[config.mk]
export PLATFORM = sky130hd
export DESIGN_NAME = dcache_mem_bridge
export DESIGN_NICKNAME = d
export VERILOG_FILES = /design/src/rtl/dcache_mem_bridge.sv
export SDC_FILE = /design/constraint.sdc
export NUM_CORES = 1
export LEC_CHECK = 0
export ABC_CLOCK_PERIOD_IN_PS = 9100
export BUFFER_PORTS_ARGS = -buffer_cell sky130_fd_sc_hd__buf_2
export CORE_MARGIN = 10
export CORE_UTILIZATION = 50
export CTS_CLUSTER_DIAMETER = 100
export DETAILED_ROUTE_END_ITERATION = 12
export PLACE_DENSITY = 0.78
export RECOVER_POWER = 50
export SYNTH_ARGS = -nofsm -noshare
export SYNTH_HDL_FRONTEND = slang
export SYNTH_SLANG_ARGS = --single-unit
[constraint.sdc]
create_clock -name clkIn -period 9.1 [get_ports clkIn]
set_clock_uncertainty 0.2 [all_clocks]
set_input_delay 0.91 -clock clkIn [delete_from_list [all_inputs] [get_ports clkIn]]
set_output_delay 0.91 -clock clkIn [all_outputs]
set_load 0.03 [all_outputs]
[src/rtl/dcache_mem_bridge.sv]
// Byte-serial RAM responder for data-cache block fills, dirty write-backs and uncached IO accesses.
// One shared read pipeline: an address issued in one cycle is captured from ramDataIn the next.
module dcache_mem_bridge #(
  parameter int BLOCK_WIDTH = 4,
  parameter int BLOCK_SIZE  = 2**BLOCK_WIDTH
) (
  input  logic                      clkIn,
  input  logic                      resetIn,
  input  logic                      readyIn,
  input  logic                      clearIn,
  input  logic                      missIn,
  input  logic [31:BLOCK_WIDTH]     missAddrIn,
  input  logic                      readWriteIn,
  input  logic [BLOCK_SIZE*8-1:0]   writeBackIn,
  input  logic                      ioValidIn,
  input  logic [1:0]                ioAccessType,
  input  logic                      ioReadWriteIn,
  input  logic [31:0]               ioAddrIn,
  input  logic [31:0]               ioDataIn,
  input  logic                      ioBufferFull,
  input  logic [7:0]                ramDataIn,
  output logic [31:0]               ramAddrOut,
  output logic                      ramWriteOut,
  output logic [7:0]                ramDataOut,
  output logic                      memDataValid,
  output logic [31:BLOCK_WIDTH]     memAddr,
  output logic [BLOCK_SIZE*8-1:0]   memDataOut,
  output logic                      acceptWrite,
  output logic                      mutableMemInValid,
  output logic [31:0]               mutableMemDataOut,
  output logic                      mutableWriteSuc
);

  localparam int IW = BLOCK_WIDTH + 1;
  localparam logic [IW-1:0] ONE = IW'(1);

  typedef enum logic [2:0] {IDLE, FILL, WBACK, IO_RD, IO_WR, DONE} state_t;

  state_t                  state, state_nx, done_kind;
  logic [IW-1:0]           idx, idx_p1, len;
  logic                    vld_p1, io_clr;
  logic [31:BLOCK_WIDTH]   blk_addr, mem_addr_q;
  logic [31:0]             io_addr, io_wdata, io_rdata, ram_addr_q, cur_addr;
  logic [BLOCK_SIZE*8-1:0] wb_data, fill_data;
  logic                    accept_miss, accept_io, issue, wr_cycle, capture, lost;

  function automatic logic [IW-1:0] io_len(input logic [1:0] t);
    case (t)
      2'b01:   io_len = IW'(1);
      2'b10:   io_len = IW'(2);
      2'b11:   io_len = IW'(4);
      default: io_len = '0;
    endcase
  endfunction

  always_ff @(posedge clkIn) begin
    if (resetIn) state <= IDLE;
    else         state <= state_nx;
  end

  always_comb begin
    state_nx          = state;
    accept_miss       = 1'b0;
    accept_io         = 1'b0;
    issue             = 1'b0;
    wr_cycle          = 1'b0;
    cur_addr          = ram_addr_q;
    ramDataOut        = '0;
    memDataValid      = 1'b0;
    acceptWrite       = 1'b0;
    mutableMemInValid = 1'b0;
    mutableWriteSuc   = 1'b0;
    capture           = vld_p1 && readyIn;
    lost              = vld_p1 && !readyIn;
    case (state)
      IDLE: begin
        if (readyIn) begin
          if (missIn) begin
            accept_miss = 1'b1;
            state_nx    = readWriteIn ? FILL : WBACK;
          end else if (ioValidIn && ioAccessType != 2'b00 && !(ioReadWriteIn && clearIn)) begin
            accept_io = 1'b1;
            state_nx  = ioReadWriteIn ? IO_RD : IO_WR;
          end
        end
      end
      FILL, IO_RD: begin
        // Issue phase while idx<len; the final cycle only waits for the last capture.
        if (idx < len) begin
          cur_addr = (state == FILL) ? {blk_addr, idx[BLOCK_WIDTH-1:0]} : io_addr + 32'(idx);
          issue    = readyIn;
        end else if (readyIn) begin
          state_nx = DONE;
        end
      end
      WBACK, IO_WR: begin
        cur_addr = (state == WBACK) ? {blk_addr, idx[BLOCK_WIDTH-1:0]} : io_addr + 32'(idx);
        wr_cycle = readyIn && (state == WBACK || !ioBufferFull);
        if (wr_cycle) begin
          ramDataOut = (state == WBACK) ? wb_data[{idx[BLOCK_WIDTH-1:0], 3'b000} +: 8]
                                        : io_wdata[{idx[1:0], 3'b000} +: 8];
          if (idx == len - ONE) state_nx = DONE;
        end
      end
      DONE: begin
        if (readyIn) begin
          state_nx = IDLE;
          case (done_kind)
            FILL:    memDataValid      = 1'b1;
            WBACK:   acceptWrite       = 1'b1;
            IO_RD:   mutableMemInValid = !io_clr && !clearIn;
            IO_WR:   mutableWriteSuc   = 1'b1;
            default: ;
          endcase
        end
      end
      default: state_nx = IDLE;
    endcase
  end

  assign ramWriteOut       = wr_cycle;
  assign ramAddrOut        = cur_addr;
  assign memAddr           = mem_addr_q;
  assign memDataOut        = fill_data;
  assign mutableMemDataOut = io_rdata;

  // Issue stage (p0) -> capture stage (p1)
  always_ff @(posedge clkIn) begin
    idx_p1 <= idx;
    if (accept_miss) begin
      blk_addr <= missAddrIn;
      wb_data  <= writeBackIn;
      len      <= IW'(BLOCK_SIZE);
    end
    if (accept_io) begin
      io_addr  <= ioAddrIn;
      io_wdata <= ioDataIn;
      len      <= io_len(ioAccessType);
    end
  end

  always_ff @(posedge clkIn) begin
    if (resetIn) begin
      idx        <= '0;
      vld_p1     <= 1'b0;
      io_clr     <= 1'b0;
      done_kind  <= IDLE;
      ram_addr_q <= '0;
      mem_addr_q <= '0;
      fill_data  <= '0;
      io_rdata   <= '0;
    end else begin
      ram_addr_q <= cur_addr;
      vld_p1     <= issue;
      if (accept_miss || accept_io) begin
        idx       <= '0;
        done_kind <= state_nx;
      end else if (issue || wr_cycle) begin
        idx <= idx + ONE;
      end else if (lost) begin
        // Capture missed by a stall: rewind so the same address is re-issued on resume.
        idx <= idx_p1;
      end
      if (accept_miss) mem_addr_q <= missAddrIn;
      if (accept_io) begin
        io_rdata <= '0;
        io_clr   <= 1'b0;
      end
      if (state == IO_RD && clearIn) io_clr <= 1'b1;
      if (capture) begin
        if (state == FILL) fill_data[{idx_p1[BLOCK_WIDTH-1:0], 3'b000} +: 8] <= ramDataIn;
        else               io_rdata[{idx_p1[1:0], 3'b000} +: 8]              <= ramDataIn;
      end
    end
  end

endmodule

==> impl_metrics.tcl, run 1 <==
set metrics [dict create \
    drive_gt1_share_pct 18.30 \
    routed_wl_um 62370 \
    place_ws_ns 4.316 \
    power_mw 4.915 \
    whs_ns 0.2412 \
    fin_ws_ns 2.143 \
    initial_core_util_pct 50.60 \
    die_h_um 215.0 \
    dpl_cell_area_sq_um 21680 \
    grt_first_pass_wirelength_um 92890 \
    slew_headroom_pct -187.7 \
    die_area_sq_um 46230 \
    nFillCells 3073 \
    synth_edf_count 224 \
    peakVddDrop_mv 0.1715 \
    synthDistinctLibCells 78 \
    finalSetupTns_ns 0 \
    clock_sinks 462 \
    path_class "reg2out" \
    status "finished with violations" \
    yosysSeqAreaShare_pct 60.43 \
    cts-htree-levels 2 \
    cts_root_buffer "clkbuf_16" \
    cts_tree "yes" \
    place_congestion 0.9359 \
    fin_crit_sh_pct 76.46 \
    grt_pass1_vias 15119 \
    ys_warn_count 0 \
    setup_viol 0 \
    required_ns 7.99 \
    syn_nets 1853 \
    syn-cell-area_sq_um 19010 \
    initialDrtViolationCount 1457 \
    syn-instance-count 1596 \
    layout_min_cycle_time_ns 6.957 \
    clk_pin_slew_ns 0.06 \
    finalHoldViolations 0 \
    layoutNonFillerInstCount 2586 \
    ios 472 \
    layout_common_cells "clkbuf_1 (268), dfxtp_1 (237), edfxtp_1 (224)" \
    drtAntennaViolNets 0 \
    drc_errors 0 \
    fmax_mhz 143.7 \
    synth_flop_cell "dfxtp_1" \
    vias 15019 \
    cts_buffers 48 \
    p_leak_nw 8.684 \
    layout_commonest_cell "clkbuf_1" \
    num_rows 71 \
    synthArstFlopShare_pct 0 \
    maxCapViolCount 2 \
    first_pass_iters 6 \
    antenna_found_initial 7 \
    clockBufferDepth 3 \
    final_util_pct 61.21 \
    overflow 0 \
    clkLatencyLatePin_ns 0.60 \
    ff2ff_setup_slack_ns 2.30 \
    dp_cells 2492 \
    yosys_register_bits 462 \
    hold_path.class "reg2reg" \
    grt_max_degree 120 \
    core_sq_um 37580 \
    rsz0062_at_grt "no" \
    cts_setup_buffers 0 \
    crit_arrival_ns 5.85 \
    cts_resized 0 \
    area_growth_pct 20.97 \
    detail_route.wl_per_cell_um 24.12 \
    track_usage_pct 25.92 \
    portBuffers 471 \
    final_cell_area_sq_um 23000 \
    worst_pin_slew_ns 4.315 \
    layout.nets 2288 \
    power_density_nw_per_um2 213.7 \
    dp_hpwl_um 45860 \
    viasPerCell 5.808 \
    die_x_um 215.0 \
    syn_avg_cell_area_sq_um 11.91 \
    worst_setup_path_end_kind "output port" \
    slew_violations 120 \
    start_kind "flop" \
    postCtsHoldBufs 0 \
    cp_max_fo 47 \
    failed_checks "capacitance limit, slew limit" \
]
[critical path, stage by stage, from the launching register on]
cell	delay (ns)
dfxtp_1	0.33
clkbuf_1	1.99
inv_1	0.36
fa_1	0.60
nor2b_1	0.20
o2111ai_1	0.35
and2_1	0.35
nor4_1	0.41
xnor2_1	0.17
a211oi_1	0.24
buf_2	0.25
[sequential cells by signal, summed over array words and instances (netlist names)]
signal / flops
blk_addr: 28
mutableMemDataOut: 32
done_kind: 3
io_addr: 32
io_wdata: 32
idx_p1: 5
wb_data: 128
idx: 5
state: 3
vld_p1: 1
ram_addr_q: 32
memDataOut: 128
io_clr: 1
len: 4
memAddr: 28
[power by group]
| part | switching (mW) | internal [mW] | leakage, nW |
|---|---|---|---|
| Combinational | 0.354 | 0.172 | 3.88 |
| Clock | 0.852 | 1.21 | 0.812 |
| Sequential | 0.0573 | 2.27 | 3.99 |
| Total | 1.26 | 3.65 | 8.68 |
[final cells by class]
type | count | area [sq um] | share of cell area, %
clock inverter | 33 | 407.9 | 1.773
multi-input combinational | 1011 | 6974 | 30.32
sequential | 462 | 11490 | 49.97
clock buffer | 57 | 1265 | 5.499
timing repair buffer | 483 | 2112 | 9.182
inverter | 25 | 98.84 | 0.4297
antenna | 4 | 10.01 | 0.04352
tap | 511 | 639.4 | 2.780
[cells in the mapped netlist, types with 7 or more instances]
| library cell | count | share of area, % |
|---|---|---|
| a31oi_1 | 12 | 0.39 |
| edfxtp_1 | 224 | 35 |
| nor3_1 | 22 | 0.58 |
| nor2b_1 | 15 | 0.49 |
| xnor2_1 | 20 | 0.92 |
| nand2b_1 | 7 | 0.23 |
| and3_1 | 27 | 0.89 |
| clkbuf_1 | 70 | 1.4 |
| a21oi_1 | 101 | 2.7 |
| nand3_1 | 33 | 0.87 |
| nand4_1 | 10 | 0.33 |
| o211ai_1 | 11 | 0.43 |
| xor2_1 | 12 | 0.55 |
| mux4_2 | 48 | 5.7 |
| nor2_1 | 198 | 3.9 |
| nand2_1 | 146 | 2.9 |
| o221ai_1 | 7 | 0.32 |
| a22oi_1 | 47 | 1.9 |
| inv_1 | 25 | 0.49 |
| buf_2 | 15 | 0.39 |
| dfxtp_1 | 238 | 25 |
| and2_1 | 17 | 0.56 |
| o21ai_0 | 34 | 0.89 |
| mux2i_1 | 110 | 5.8 |
| a211oi_1 | 13 | 0.51 |
| o22ai_1 | 9 | 0.30 |
| ha_1 | 17 | 1.1 |
[logic make-up after synthesis]
group,synth area share [%]
adder cells (fa/ha/maj),1.224
XOR/XNOR,1.474
flip-flops,60.43
buffers and inverters,2.803
AND/OR/NAND/NOR,12.25
multiplexers,11.71
AO/OA/AOI/OAI,10.11
[routing by layer]
layer	GRT usage [%]	part of all wire, %	wire [um]	up-vias
li1	-	-	-	6746
met1	31.91	38	23700	7251
met2	42.83	49	30250	874
met3	6.334	9.5	5956	148
met4	11.08	4.0	2465	0
met5	0	0	0	-
[path summary, 6_finish.rpt]
| path | startpoint | end | depth (start not counted) |
|---|---|---|---|
| worst max register to register | state[1]$_SDFF_PP0_ | mutableMemDataOut[17]$_SDFF_PP0_ | 7 |
| worst max-delay path | idx[1]$_SDFFE_PP0P_ | ramAddrOut[26] | 10 |
| worst min-delay path | idx[4]$_SDFFE_PP0P_ | idx_p1[4]$_DFF_P_ | 0 |
| worst min register to register | idx[4]$_SDFFE_PP0P_ | idx_p1[4]$_DFF_P_ | 0 |
Note: power is estimated with default switching activity, not from simulation.
==> run 2: changes to the inputs <==
ABC_AREA = 1   (was not set)
ABC_CLOCK_PERIOD_IN_PS = 6900   (was 9100)
PLACE_DENSITY = 0.77   (was 0.78)
clock period = 6.9 ns   (was 9.1 ns; I/O delays follow)
==> run 2 against run 1 <==
Non-clock buffer count unchanged. Die area rose by 4.1%. Total power grew 30%. Global-route usage rose by 0.81 points. First-iteration DRC count is 32% higher. Design area rose by 3.4%. Highest routed layer is now met5. The flow now finishes without violations. Utilization decreased by 0.21 points. Combinational power up 52%. Critical endpoint is now ramAddrOut[0]. Clock power up 24%. Hold slack worse by 0.17 ns.
==> impl_metrics.tcl, run 2 <==
set metrics [dict create \
    syn_avg_cell_area_sq_um 8.600 \
    cts-htree-levels 2 \
    overflow 0 \
    p_leak_nw 9.796 \
    layoutNonFillerInstCount 3305 \
    layout_commonest_cell "nand2_1" \
    synthTopCellsByCount "nand2_1 (445), nor2_1 (314), inv_1 (270)" \
    slew_headroom_pct 2.638 \
    maxCapViolCount 0 \
    fmax_mhz 193.6 \
    cts_resized 0 \
    hold_path.class "in2reg" \
    drc_errors 0 \
    place_congestion 0.9703 \
    synth_top_family_by_area "simple AND/OR/NAND/NOR gates" \
    routed_wl_um 66520 \
    worst_pin_slew_ns 1.460 \
    antenna_found_initial 7 \
    rsz0062_at_grt "no" \
    power_mw 6.403 \
    synth-compound-area-share_pct 14.12 \
    power_frac_comb_pct 12.5 \
    yosys_register_bits 462 \
    synthArstFlopShare_pct 0 \
    initialDrtViolationCount 1917 \
    worst_setup_path_end_kind "output port" \
    cp_max_fo 30 \
    num_rows 72 \
    die_area_sq_um 48110 \
    ys_warn_count 0 \
    track_usage_pct 26.73 \
    core_sq_um 39010 \
    clk_pin_slew_ns 0.06 \
    netlist_top_cells_area "edfxtp_1 (34%), dfxtp_1 (24%), nand2_1 (8.4%)" \
    slowest_delay_ns 1.05 \
    synthDistinctLibCells 42 \
    pwr-share-seq_pct 47.7 \
    initial_core_util_pct 50.93 \
    path_cells "clkbuf_1, ha_1, nand2_1, inv_1, o21ai_0, nand3_1, buf_4, nor2_1, buf_4, nand3_1, o211ai_1, buf_2" \
    synth_top_cell_area_share_pct 33.86 \
    p_sw_share_pct 26.99 \
    viasPerCell 5.385 \
    drtAntennaViolNets 0 \
    peakVddDrop_mv 0.2744 \
    ios 472 \
    drive_gt1_share_pct 11.79 \
    clock_sinks 462 \
    yosysSeqAreaShare_pct 57.84 \
    synth.largest_area_cell "edfxtp_1" \
    pwr-share-clk_pct 39.9 \
    synth_mux_area_share_pct 0 \
    yosysMostFrequentCell "nand2_1" \
    clockBufferDepth 3 \
    internal_power_mw 4.675 \
    dp_hpwl_um 49760 \
    status "completed" \
    detail_route.wl_per_cell_um 20.13 \
    syn-cell-area_sq_um 19870 \
    first_pass_iters 6 \
    finalSetupTns_ns 0 \
    die_x_um 219.3 \
    postCtsHoldBufs 0 \
    crit_arrival_ns 4.28 \
    setup_viol 0 \
    area_growth_pct 19.77 \
    slowest_stage "clkbuf_1" \
    die_h_um 219.3 \
    cts_root_buffer "clkbuf_16" \
    cts_tree "yes" \
    layout_min_cycle_time_ns 5.166 \
    portBuffers 471 \
    synthXorXnorAreaFrac_pct 0.7054 \
    synth_flop_cell "dfxtp_1" \
    syn-instance-count 2310 \
    final_cell_area_sq_um 23790 \
    dp_cells 3211 \
    cts_buffers 47 \
    grt_max_degree 186 \
    place_ws_ns 2.912 \
    cts_setup_buffers 0 \
    path_class "reg2out" \
    layout_common_cells "nand2_1 (445), nor2_1 (314), inv_1 (268), clkbuf_1 (268), dfxtp_1 (236)" \
    required_ns 6.01 \
    slew_violations 0 \
    fin_crit_sh_pct 74.87 \
    clkLatencyLatePin_ns 0.59 \
    grt_pass1_vias 17623 \
    dpl_cell_area_sq_um 22570 \
    finalHoldViolations 0 \
    layout.nets 2999 \
    synth-simple-area-share_pct 18.72 \
    power_switching_mw 1.728 \
    start_kind "flop" \
    grt_first_pass_wirelength_um 99660 \
    synth_adder_area_share_pct 1.171 \
    syn_nets 2567 \
    fin_ws_ns 1.734 \
    synth_edf_count 224 \
    vias 17798 \
    power_density_nw_per_um2 269.1 \
]
[run 2: cell count changes in the layout (fill, tap and decap cells not counted), moves of 98 or more]
cell     delta
a21oi_1    +98
mux2i_1   -110
nand2_1   +299
o21ai_0   +192
nor2_1    +115
inv_1     +244
[run 2: layout make-up]
type / count / area, sq um
Clock buffer: 61 / 1269
Multi-Input combinational cell: 1466 / 6897
Timing Repair Buffer: 483 / 2135
Clock inverter: 27 / 277.8
Tap cell: 518 / 648.1
Fill cell: 3533 / 15210
Inverter: 282 / 1060
Antenna cell: 6 / 15.01
Sequential cell: 462 / 11490
[run 2: metal layers]
metal / share of wire [%] / global-route usage (%)
met1: 38 / 32.29
met2: 48 / 43.40
met3: 9.0 / 6.410
met4: 5.0 / 14.62
met5: 0.020 / 0
[run 2: logic make-up (layout without fill, tap and decap cells)]
| logic type | count (synthesis) | count (layout) |
|---|---|---|
| compound gates | 527 | 527 |
| xor+xnor | 16 | 16 |
| fa+ha+maj | 18 | 18 |
| buf+inv | 382 | 853 |
| flops | 462 | 462 |
| other cells | 0 | 6 |
| simple gates | 905 | 905 |
[run 2: power by group through the flow]
| stage | clock, mW | sequential [mW] | combinational (mW) |
|---|---|---|---|
| floorplan | 0 | 3.13 | 0.483 |
| global placement | 0 | 3.10 | 0.792 |
| detailed placement | 0 | 3.11 | 0.803 |
| CTS | 2.59 | 3.05 | 0.806 |
| global route | 2.70 | 3.06 | 0.882 |
| finish | 2.55 | 3.05 | 0.799 |
[run 2: path summary, 6_finish.rpt]
path                                     from                     endpoint  slack, ns  depth (start not counted)
setup / recovery          idx[2]$_SDFFE_PP0P_                ramAddrOut[0]       1.73                         12
setup reg to reg          idx[2]$_SDFFE_PP0P_          idx[2]$_SDFFE_PP0P_       3.06                         13
hold reg to reg   memDataOut[89]$_SDFFE_PP0P_  memDataOut[89]$_SDFFE_PP0P_       0.24                          2
hold / removal                   ioDataIn[16]       io_wdata[16]$_DFFE_PP_       0.07                          1
[run 2: worst max-delay path, delay by kind of cell (launching register included)]
family | cells | cell delay, ns
AO/OA/AOI/OAI | 2 | 0.37
adder cells (fa/ha/maj) | 1 | 0.43
AND/OR/NAND/NOR | 4 | 0.68
buffers and inverters | 5 | 1.87
flip-flops | 1 | 0.31
[run 2: stage by stage]
stage | util [%] | hold WS (ns)
after floorplan | - | 0.1856
after global placement | 57.85 | 0.2314
after detailed placement | 57.85 | 0.2345
after CTS | 61.81 | 0.04036
after global routing | 60.99 | 0.04839
final | 61.00 | 0.06935
